==> src/rtl/bof_range_monitor.sv <==
// Buffer-overflow range monitor: tracks runs of contiguous non-frame stores, commits long runs
// and flags loads that land in them. Define BOF_RANGE_CRASH_EN to enable the crash request.
module bof_range_monitor #(
  parameter int unsigned DEPTH   = 8,
  parameter int unsigned AW      = 32,
  parameter int unsigned MIN_RUN = 32,
  parameter int unsigned TIMEOUT = 10
) (
  input  logic                   clk_i,
  input  logic                   rst_ni,
  input  logic                   flush_i,
  input  logic                   valid_i,
  input  logic [1:0]             op_i,
  input  logic [AW-1:0]          addr_i,
  input  logic [2:0]             size_i,
  input  logic                   frame_i,
  output logic                   hit_o,
  output logic                   crash_o,
  output logic                   active_o,
  output logic [$clog2(DEPTH):0] count_o
);

  localparam int unsigned PtrW = $clog2(DEPTH);
  localparam int unsigned CntW = PtrW + 1;
  localparam int unsigned RunW = AW + 1;
  localparam logic [7:0]      TimerInit = 8'(TIMEOUT);
  localparam logic [RunW-1:0] MinRun    = RunW'(MIN_RUN);
  localparam logic [CntW-1:0] CntMax    = CntW'(DEPTH);

  typedef enum logic [0:0] {StIdle, StTrack} state_e;

  state_e          state_q, state_d;
  logic [AW-1:0]   run_start_q, run_start_d;
  logic [AW-1:0]   run_end_q, run_end_d;
  logic [RunW-1:0] run_len_q, run_len_d;
  logic [7:0]      timer_q, timer_d;

  logic [AW-1:0]    ent_start_q [DEPTH];
  logic [AW-1:0]    ent_end_q   [DEPTH];
  logic [DEPTH-1:0] ent_vld_q;
  logic [PtrW-1:0]  wr_ptr_q;
  logic [CntW-1:0]  count_q;
  logic             hit_q;

  logic            store_v, load_v, wrapped, ext_wrap, commit_ok, commit, match;
  logic [RunW-1:0] ext_sum;
  logic [AW-1:0]   open_end;

  assign store_v   = valid_i && (op_i == 2'd1) && !frame_i;
  assign load_v    = valid_i && (op_i == 2'd2);
  assign open_end  = addr_i + AW'(size_i);
  assign ext_sum   = {1'b0, run_end_q} + RunW'(size_i);
  // An open run whose end already overflowed the address space reads as end < start.
  assign wrapped   = run_end_q < run_start_q;
  assign ext_wrap  = ext_sum[AW] || wrapped;
  assign commit_ok = (run_len_q > MinRun) && !wrapped;

  always_comb begin
    state_d     = state_q;
    run_start_d = run_start_q;
    run_end_d   = run_end_q;
    run_len_d   = run_len_q;
    timer_d     = timer_q;
    commit      = 1'b0;
    unique case (state_q)
      StIdle: begin
        if (store_v) begin
          state_d     = StTrack;
          run_start_d = addr_i;
          run_end_d   = open_end;
          run_len_d   = RunW'(size_i);
          timer_d     = TimerInit;
        end
      end
      StTrack: begin
        if (store_v) begin
          if ((addr_i == run_end_q) && !ext_wrap) begin
            run_end_d = ext_sum[AW-1:0];
            run_len_d = run_len_q + RunW'(size_i);
            timer_d   = TimerInit;
          end else begin
            // Contiguous-but-wrapping stores drop the old run; others close it normally.
            commit      = (addr_i != run_end_q) && commit_ok;
            run_start_d = addr_i;
            run_end_d   = open_end;
            run_len_d   = RunW'(size_i);
            timer_d     = TimerInit;
          end
        end else if (timer_q == 8'd0) begin
          commit  = commit_ok;
          state_d = StIdle;
        end else begin
          timer_d = timer_q - 8'd1;
        end
      end
      default: state_d = StIdle;
    endcase
  end

  always_comb begin
    match = (state_q == StTrack) && (addr_i >= run_start_q) && (addr_i < run_end_q);
    for (int unsigned i = 0; i < DEPTH; i++) begin
      if (ent_vld_q[PtrW'(i)] && (addr_i >= ent_start_q[PtrW'(i)]) &&
          (addr_i < ent_end_q[PtrW'(i)])) begin
        match = 1'b1;
      end
    end
  end

  always_ff @(posedge clk_i or negedge rst_ni) begin
    if (!rst_ni) begin
      state_q     <= StIdle;
      run_start_q <= '0;
      run_end_q   <= '0;
      run_len_q   <= '0;
      timer_q     <= '0;
      ent_vld_q   <= '0;
      wr_ptr_q    <= '0;
      count_q     <= '0;
      hit_q       <= 1'b0;
    end else if (flush_i) begin
      state_q     <= StIdle;
      run_start_q <= '0;
      run_end_q   <= '0;
      run_len_q   <= '0;
      timer_q     <= '0;
      ent_vld_q   <= '0;
      wr_ptr_q    <= '0;
      count_q     <= '0;
      hit_q       <= 1'b0;
    end else begin
      state_q     <= state_d;
      run_start_q <= run_start_d;
      run_end_q   <= run_end_d;
      run_len_q   <= run_len_d;
      timer_q     <= timer_d;
      hit_q       <= load_v && match;
      if (commit) begin
        ent_vld_q[wr_ptr_q] <= 1'b1;
        wr_ptr_q            <= wr_ptr_q + 1'b1;  // DEPTH is a power of two: wraps to 0
        if (count_q != CntMax) begin
          count_q <= count_q + 1'b1;
        end
      end
    end
  end

  // Entry payloads need no reset; the valid bits gate them.
  always_ff @(posedge clk_i) begin
    if (commit) begin
      ent_start_q[wr_ptr_q] <= run_start_q;
      ent_end_q[wr_ptr_q]   <= run_end_q;
    end
  end

`ifdef BOF_RANGE_CRASH_EN
  logic jump_v, armed_q, armed_d, crash_q, crash_d;

  assign jump_v = valid_i && (op_i == 2'd3);

  always_comb begin
    armed_d = armed_q;
    crash_d = 1'b0;
    if (load_v) begin
      armed_d = match;
    end else if (jump_v && armed_q) begin
      crash_d = 1'b1;
      armed_d = 1'b0;
    end
  end

  always_ff @(posedge clk_i or negedge rst_ni) begin
    if (!rst_ni) begin
      armed_q <= 1'b0;
      crash_q <= 1'b0;
    end else if (flush_i) begin
      armed_q <= 1'b0;
      crash_q <= 1'b0;
    end else begin
      armed_q <= armed_d;
      crash_q <= crash_d;
    end
  end

  assign crash_o = crash_q;
`else
  assign crash_o = 1'b0;
`endif

  assign hit_o    = hit_q;
  assign active_o = (state_q == StTrack);
  assign count_o  = count_q;

endmodule

==> config.mk <==
export PLATFORM = sky130hd
export DESIGN_NAME = bof_range_monitor
export DESIGN_NICKNAME = d
export VERILOG_FILES = /design/src/rtl/bof_range_monitor.sv
export SDC_FILE = /design/constraint.sdc
export NUM_CORES = 1
export LEC_CHECK = 0
export BUFFER_PORTS_ARGS = -buffer_cell sky130_fd_sc_hd__buf_4
export CAP_MARGIN = 20
export CORE_MARGIN = 2
export CORE_UTILIZATION = 55
export CTS_CLUSTER_SIZE = 8
export DETAILED_ROUTE_END_ITERATION = 12
export PLACE_DENSITY_LB_ADDON = 0.25
export SLEW_MARGIN = 20
export SYNTH_ARGS = -nofsm -noshare
export SYNTH_HDL_FRONTEND = slang
export SYNTH_SLANG_ARGS = --single-unit
export TNS_END_PERCENT = 10
==> constraint.sdc <==
create_clock -name clk_i -period 9.7 [get_ports clk_i]
set_input_delay 1.94 -clock clk_i [delete_from_list [all_inputs] [get_ports clk_i]]
set_output_delay 1.94 -clock clk_i [all_outputs]
set_load 0.005 [all_outputs]
# [Word-level counts from Yosys, hierarchy flattened]
# Memory sizes are Yosys's and may differ from the RTL's.
# Index checks and enable logic that the tools add are counted.
[word_totals] word_cells=136 ram_bits=512 out_inout_bits=7 memories=2 ff_bits=122 in_bits=42
[classes] n_addsub=6 bitwise=2 n_eq_ne=9 n_reduce_logical=37 n_lt_le_gt_ge=22 muxes=49
[memory_table] name="ent_end_q" depth=8 word_bits=32 read_ports=8 rd_ports_with_merged_regs=0 wr=1 line_no="39" text="logic [AW-1:0] ent_end_q [DEPTH];"
[memory_table] name="ent_start_q" depth=8 word_bits=32 read_ports=8 rd_ports_with_merged_regs=0 wr=1 line_no="38" text="logic [AW-1:0] ent_start_q [DEPTH];"
[op_table] cell="32-bit less-than comparator" count=10
[op_table] cell="32-bit >= comparator" count=9
[op_table] cell="32-bit 2-to-1 mux" count=8
[op_table] cell="33-bit 2-to-1 mux" count=4
[op_table] cell="32-bit case mux with 2 select lines" count=2
[op_table] cell="33-bit case mux with 2 select lines" count=1
[op_table] cell="8-bit 2-to-1 mux" count=6
[op_table] cell="32-bit by 3-bit adder with 33-bit output" count=1
[op_table] cell="33-bit by 3-bit adder with 33-bit output" count=1
[op_table] cell="33-bit by 6-bit greater-than comparator with 1-bit output, second input constant" count=1
[op_table] cell="32-bit by 3-bit adder with 32-bit output" count=1
[op_table] cell="32-bit equality test" count=1
[op_table] cell="32-bit inequality test" count=1
[op_table] cell="1-bit logical AND" count=26
[op_table] cell="1-bit 2-to-1 mux" count=20
[op_table] cell="8-bit case mux with 2 select lines" count=1
[op_table] cell="4-bit 2-to-1 mux" count=3
[op_table] cell="8-bit zero test" count=1
[op_table] cell="4-bit inequality test, second input constant" count=2
[op_table] cell="8-bit bitwise OR" count=1
[op_table] cell="8-bit by 1-bit subtractor with 8-bit output, second input constant" count=1
[op_table] cell="3-bit 2-to-1 mux" count=2
[op_table] cell="3-bit inequality test, second input constant" count=2
[op_table] cell="2-bit AND reduction" count=3
[op_table] cell="14 further kinds" count=17

# [Logic depth before layout (Yosys ltp)]
# Gate-level depths: netlist (run 1).
# An unclocked memory read counts as a cell.
[depth] depth_word=14 mapped_depth=13 depth_no_buf=11

# [Worst setup path before layout (run 1)]
# No wires, ideal clock.
[synth_timing] kind="input-to-reg" from="in addr_i[0]" to="mem ent_end_q[2][0], enable pin" setup_time_ps=670 path_stages=9 t_required_ps=9030 t_arrival_ps=9816 n_path_buf=1 setup_slack_ps=-786 cell_sequence="clkbuf_1 -> inv_1 -> ha_1 -> nand2_1 -> nor2_1 -> nand3_1 -> o21ai_0 -> a21o_1 -> nor4b_1"
[synth_via] elab_chain_cells=7 word_cells_on_any_way=9 classes_between="eq/ne: 2; mux: 5; reduce/logical: 2"
[synth_lines] item="start: declaration" line_no="14" text="input logic [AW-1:0] addr_i,"
[synth_lines] item="32-bit inequality test or 32-bit equality test (tied branches)" line_no="83, 77"
[synth_lines] item="1-bit logical AND (on tied branches)" line_no="83, 77"
[synth_lines] item="1-bit 2-to-1 mux *" line_no="77" text="if ((addr_i == run_end_q) && !ext_wrap) begin"
[synth_lines] item="1-bit 2-to-1 mux *" line_no="76" text="if (store_v) begin"
[synth_lines] item="1-bit 2-to-1 mux *" line_no="65" text="unique case (state_q)"
[synth_lines] item="1-bit 2-to-1 mux *" line_no="150" text="if (commit) begin"
[synth_lines] item="1-bit 2-to-1 mux (not written as such) *" line_no="152" text="ent_end_q[wr_ptr_q] <= run_end_q;"
[synth_lines] item="end: declaration" line_no="39"
# Every way passes the cells marked *; elsewhere a longest branch is shown, timed or not.

# [Final worst setup path (run 1)]
[layout_timing] from="in addr_i[15]" to="reg run_end_q[9]"
[layout_via] elab_chain_cells=6
[layout_lines] item="32-bit equality test" line_no="77"
[layout_lines] item="1-bit logical AND" line_no="77"
[layout_lines] item="32-bit 2-to-1 mux" line_no="77"
[layout_lines] item="32-bit 2-to-1 mux" line_no="76"
[layout_lines] item="32-bit case mux with 2 select lines" line_no="65"
[layout_lines] item="32-bit 2-to-1 mux" line_no="121" text="end else if (flush_i) begin"
[layout_lines] item="end signal: assignment" line_no="134" text="run_end_q <= run_end_d;"
[layout_lines] item="end: declaration" line_no="34" text="logic [AW-1:0] run_end_q, run_end_d;"
# Every way passes these cells. The select of a mux whose other input is x is not followed.
# A chain may end at the register's enable or synchronous reset.

==> flow_metrics.env, run 1 <==
export IMPL_synth_flop_cell="edfxtp_1"
export IMPL_fin_worst_skew_ns=0.0254
export IMPL_grt_pass1_vias=25900
export IMPL_post_place_ws_ns=4.44
export IMPL_core_region_area_mm2=0.0670
export IMPL_crit_buf_inv=2
export IMPL_cp_required_ns=10.17
export IMPL_fin_crit_ns=4.75
export IMPL_synth_area_mm2=0.0372
export IMPL_drt_iter0_drc=2126
export IMPL_cp_arrival_ns=5.21
export IMPL_post_route_util=0.616
export IMPL_drtPass1Iterations=6
export IMPL_fin_crit_sh=0.489
export IMPL_p_comb_frac=0.072
export IMPL_crit_fanout=38
export IMPL_synth_edf_count=512
export IMPL_power_switching_mw=1.48
export IMPL_antenna_found_initial=3
export IMPL_seq_power_share=0.468
export IMPL_cts_setup_buffers=0
export IMPL_initial_core_util=0.554
export IMPL_cap_violations=0
export IMPL_hold_buffers=0
export IMPL_htree_levels=3
export IMPL_cts_resized_gates=0
export IMPL_row_count=95
export IMPL_fillCellCount=5414
export IMPL_io_pins=49
export IMPL_fin_cells=4456
export IMPL_syn_num_nets=4042
export IMPL_drt_vias_per_instance=5.86
export IMPL_synthCells=3385
export IMPL_vias=26100
export IMPL_final_common_cell="ha_1"
export IMPL_fmax_mhz=211
export IMPL_setup_slack_ns=4.95
export IMPL_grt_max_degree=73
export IMPL_min_path_type="reg2reg"
export IMPL_internal_power_mw=4.84
export IMPL_worstSkewPairLatency_ns=0.64
export IMPL_gp_congestion=0.917
export IMPL_final_cell_mix="ha_1 (612), inv_1 (582), edfxtp_1 (512), a21oi_1 (256), nand2_1 (230)"
export IMPL_ir_worst_vdd_mv=0.123
export IMPL_critPathKind="in2reg"
export IMPL_ant_nets=0
export IMPL_wl_per_cell_um=21.3
export IMPL_cp_start_kind="primary input"
export IMPL_async_flop_share=0.192
export IMPL_rsz0062_at_grt="no"
export IMPL_max_slew_margin_rel=0.250
export IMPL_clock_sinks=634
export IMPL_nets=4167
export IMPL_worstPathCellList="buf_4 -> ha_1 -> nand4_1 -> nor4_1 -> nand3_1 -> inv_1 -> o211a_2 -> nor2_8 -> a32oi_1 -> a21oi_1"
export IMPL_netSwitchingFraction=0.234
export IMPL_areaGrowthSynthToFinish_pct=11.1
export IMPL_p_leak_nw=18.2
export IMPL_clk_pin_slew_ns=0.05
export IMPL_p_per_area_mw_per_mm2=153
export IMPL_critPathMaxStageDelay_ns=0.87
export IMPL_pwr_share_clk=0.460
export IMPL_cp_slowest_cell="o211a_2"
export IMPL_p_total_mw=6.32
export IMPL_port_buffers=47
export IMPL_die_y_um=264
export IMPL_yosys_register_bits=634
export IMPL_worstMarginPinSlew_ns=1.13
export IMPL_yosysSeqAreaShare=0.496
export IMPL_placed_cells=4292
export IMPL_synth_cell_types=81
export IMPL_cts_tree="done"
export IMPL_cpLargestDelayFamily="compound AO/OA/AOI/OAI gates"
export IMPL_dpl_hpwl_um=63100
export IMPL_root_buffer="clkbuf_16"
export IMPL_avgSynthCellArea_um2=11.0
export IMPL_drive_above_1_share=0.0575
export IMPL_cts_max_path_buffers=3
export IMPL_gr_usage_all_layers=0.276
export IMPL_numCtsBuffers=89
export IMPL_setup_viol=0
export IMPL_die_area_mm2=0.0697
export IMPL_drcViolationCount=0
export IMPL_die_w_um=264
export IMPL_end_kind="flop"
export IMPL_status="finished clean"
export IMPL_final_max_slew_viol_count=0
export IMPL_grt_first_pass_wirelength_um=148000
export IMPL_hold_viol=0
export IMPL_totalWireLength_um=94900
export IMPL_ys_warn_count=0
export IMPL_grt_remaining_overflow=0
[state kept, by name (all words and copies together) (netlist names)]
register and flops:
ent_end_q 256, hit_o 1, run_end_q 32, run_start_q 32
ent_start_q 256, count_o 4, timer_q 8, run_len_q 33
active_o 1, wr_ptr_q 3, ent_vld_q 8
[final timing paths]
kind	endpoint	slack, ns	cells past startpoint	from
setup / recovery	run_end_q[9]	4.95	10	addr_i[15]
hold / removal	ent_vld_q[4]	0.49	1	ent_vld_q[4]
setup reg to reg	ent_end_q[4][28]	4.98	9	run_start_q[15]
hold reg to reg	ent_vld_q[4]	0.49	1	ent_vld_q[4]
max in group asynchronous	run_start_q[4]	7.07	2	rst_ni
min in group asynchronous	run_len_q[24]	1.38	1	rst_ni
[area by class of cell]
type / count / area (um^2) / area share
Tap cell: 873 / 1090 / 0.0265
Inverter: 582 / 2180 / 0.0529
Timing Repair Buffer: 75 / 567 / 0.0137
Clock inverter: 7 / 78.8 / 0.00191
Antenna cell: 1 / 2.50 / 0.0000606
Multi-Input combinational cell: 2128 / 16400 / 0.397
Sequential cell: 634 / 18400 / 0.446
Clock buffer: 156 / 2520 / 0.0611
[power by group through the flow]
stage	clock network (mW)	registers (mW)	logic (mW)
CTS	2.95	2.96	0.452
global placement	0	3.01	0.435
global route	3.06	2.96	0.511
floorplan	0	3.00	0.251
detailed placement	0	3.01	0.447
finish	2.91	2.96	0.453
[Yosys cell counts (all sizes together) (5+ instances only)]
library cell / count / area, um^2
o2111ai: 5 / 43.8
dfrtp: 122 / 3050
inv: 582 / 2180
o21ai: 149 / 749
a41oi: 5 / 43.8
a21oi: 256 / 1280
mux2i: 9 / 90.1
nor4b: 6 / 58.8
xor2: 35 / 307
nor3: 50 / 260
a221oi: 13 / 114
edfxtp: 512 / 15400
a2111oi: 15 / 144
o211ai: 14 / 110
a21boi: 5 / 37.5
nand2b: 22 / 138
or3: 10 / 62.6
nor2b: 13 / 81.3
or4: 5 / 37.5
buf: 19 / 136
nor4: 31 / 221
a22oi: 5 / 37.5
a31oi: 11 / 68.8
nor2: 163 / 628
nand2: 231 / 870
and4: 16 / 140
and3: 21 / 131
o32ai: 5 / 43.8
o21bai: 6 / 45.0
nand4: 98 / 619
a211o: 5 / 43.8
xnor2: 38 / 333
o31ai: 10 / 75.1
a21o: 63 / 473
clkbuf: 22 / 82.6
nand3: 84 / 425
ha: 612 / 7660
a311oi: 5 / 43.8
and2: 7 / 43.8
o21a: 22 / 165
a211oi: 35 / 263
[kinds of logic (layout without fill, tap and decap cells)]
logic type,Yosys count,count (layout),synth area share
xor+xnor,73,73,0.0172
simple gates,776,776,0.104
flops,634,634,0.496
fa+ha+maj,615,615,0.208
mux,9,9,0.00242
compound gates,654,654,0.108
buf+inv,623,820,0.0647
other cells,1,2,0.000101
[metrics by stage]
step	setup TNS [ns]	hold WS (ns)	instance area, um^2
after global routing	0	0.507	41300
after detailed placement	0	0.485	38700
after floorplan	-199.90	0.456	37200
final	0	0.490	41300
after global placement	0	0.474	38700
after CTS	0	0.496	41300
[metal layers]
layer,vias to the layer above,share of wire,global-route usage
met3,180,0.064,0.0403
met4,4,0.034,0.104
met5,-,0.00033,0
met2,835,0.47,0.456
met1,12600,0.43,0.371
li1,12500,-,-
No activity file was read; power rests on OpenSTA's default activity.
==> run 2: changes to the inputs <==
Clock period 9.7 ns to 4.8 ns, I/O delays scaled along.
==> run 2 against run 1 <==
Compared with the run above: total power is 100% higher; worst setup slack worse by 4.2 ns; flip-flop and latch count stayed put; first-iteration DRC count is 3.5% higher; count of clock-buffer cells in the layout is 1 lower; non-clock buffer count is 46 higher; largest cell class unchanged.
==> flow_metrics.env, run 2 (synthesized netlist as in run 1, its figures left out) <==
export IMPL_cp_required_ns=5.07
export IMPL_cap_violations=0
export IMPL_end_kind="flop"
export IMPL_diodes=0
export IMPL_nets=4213
export IMPL_die_w_um=264
export IMPL_cp_start_kind="flop"
export IMPL_fin_crit_sh=0.833
export IMPL_wl_per_cell_um=21.6
export IMPL_crit_fanout=42
export IMPL_drcViolationCount=0
export IMPL_core_region_area_mm2=0.0670
export IMPL_dr_wl_met3_um=6990
export IMPL_vias=26300
export IMPL_cp_arrival_ns=4.27
export IMPL_ant_nets=0
export IMPL_min_path_type="in2async"
export IMPL_fin_cells=4500
export IMPL_drtPass1Iterations=5
export IMPL_worstPathCellList="inv_1 -> ha_1 -> nand3_1 -> or3_1 -> o31ai_1 -> o21ai_1 -> a21o_1 -> buf_4 -> nor4_4 -> buf_4"
export IMPL_drt_iter0_drc=2201
export IMPL_p_total_mw=12.8
export IMPL_hold_buffers=0
export IMPL_top_regs="ent_end_q: 256 flops, ent_start_q: 256 flops, run_len_q: 33 flops"
export IMPL_rsz0062_at_grt="no"
export IMPL_seqCellArea_mm2=0.0184
export IMPL_cts_tree="done"
export IMPL_grt_first_pass_wirelength_um=151000
export IMPL_fin_crit_ns=4.00
export IMPL_fmax_mhz=250
export IMPL_dpl_hpwl_um=66800
export IMPL_setup_viol=0
export IMPL_fillCellCount=5369
export IMPL_cts_max_path_buffers=3
export IMPL_max_slew_margin_rel=0.298
export IMPL_die_area_mm2=0.0697
export IMPL_grt_max_degree=92
export IMPL_gr_usage_all_layers=0.283
export IMPL_gp_congestion=0.865
export IMPL_die_y_um=264
export IMPL_final_cell_mix="ha_1 (612), inv_1 (582), edfxtp_1 (512), a21oi_1 (256), nand2_1 (230)"
export IMPL_root_buffer="clkbuf_16"
export IMPL_numCtsBuffers=89
export IMPL_totalWireLength_um=97000
export IMPL_hold_viol=0
export IMPL_clock_sinks=634
export IMPL_cp_slowest_cell="dfrtp_1"
export IMPL_path_common_cell="buf_4"
export IMPL_ir_worst_vdd_mv=0.279
export IMPL_port_buffers=47
export IMPL_m1WireLength_um=41300
export IMPL_areaGrowthSynthToFinish_pct=12.5
export IMPL_io_pins=49
export IMPL_final_common_cell="ha_1"
export IMPL_initial_core_util=0.554
export IMPL_critPathMaxStageDelay_ns=0.63
export IMPL_drive_above_1_share=0.0698
export IMPL_worstSkewPairLatency_ns=0.65
export IMPL_cts_resized_gates=0
export IMPL_crit_buf_inv=3
export IMPL_placed_cells=4338
export IMPL_p_per_area_mw_per_mm2=307
export IMPL_fin_worst_skew_ns=0.0242
export IMPL_grt_pass1_vias=26400
export IMPL_grt_remaining_overflow=0
export IMPL_dr_wl_met2_um=45000
export IMPL_worstMarginPinSlew_ns=1.04
export IMPL_row_count=95
export IMPL_final_max_slew_viol_count=0
export IMPL_topRoutingLayerUsed="met4"
export IMPL_multi_input_area_mm2=0.0165
export IMPL_status="finished clean"
export IMPL_p_leak_nw=18.5
export IMPL_cpLargestDelayFamily="buffers and inverters"
export IMPL_antenna_found_initial=0
export IMPL_critPathKind="reg2reg"
export IMPL_drt_vias_per_instance=5.85
export IMPL_cts_setup_buffers=0
export IMPL_htree_levels=3
export IMPL_clk_pin_slew_ns=0.05
run 2: cell type report:
| class | count | area share |
|---|---|---|
| clock buffers | 155 | 0.0597 |
| clock inverters | 7 | 0.00314 |
| inverters | 582 | 0.0523 |
| multi-input cells | 2128 | 0.394 |
| flip-flops and latches | 634 | 0.441 |
| well taps | 873 | 0.0261 |
| repair buffers | 121 | 0.0239 |
run 2: through the flow:
stage / instance area, um^2 / utilization / setup TNS, ns / hold slack [ns] / setup WS (ns)
3_3_place_gp: 39200 / 0.584 / 0 / 0.473 / 0.624
3_5_place_dp: 39200 / 0.584 / 0 / 0.474 / 0.597
4_1_cts: 41800 / 0.623 / 0 / 0.444 / 0.815
2_1_floorplan: 37200 / - / -385.09 / 0.456 / -1.49
6_report: 41800 / 0.623 / 0 / 0.433 / 0.800
5_1_grt: 41800 / 0.623 / 0 / 0.499 / 0.668
run 2: path summary, 6_finish.rpt:
| check | from | end | slack (ns) | cells after the start |
|---|---|---|---|---|
| worst max-delay path | run_start_q[15] | ent_start_q[1][31] | 0.80 | 10 |
| worst min-delay path | rst_ni | run_len_q[24] | 0.43 | 1 |
| worst max register to register | run_start_q[15] | ent_start_q[1][31] | 0.80 | 10 |
| worst min register to register | ent_vld_q[3] | ent_vld_q[3] | 0.49 | 1 |
| max in group asynchronous | rst_ni | run_start_q[1] | 3.29 | 2 |
| min in group clk_i | ent_vld_q[3] | ent_vld_q[3] | 0.49 | 1 |
run 2: layer usage:
metal,up-vias,GRT usage
li1,12600,-
met1,12600,0.384
met2,947,0.459
met3,181,0.0430
met4,0,0.115
met5,-,0
run 2: power by group:
group / leakage (nW) / total, mW / switching, mW / internal [mW]
Clock: 1.24 / 5.92 / 2.40 / 3.52
Combinational: 10.9 / 0.949 / 0.605 / 0.344
Sequential: 6.40 / 5.97 / 0.0462 / 5.93
Total: 18.5 / 12.8 / 3.06 / 9.79
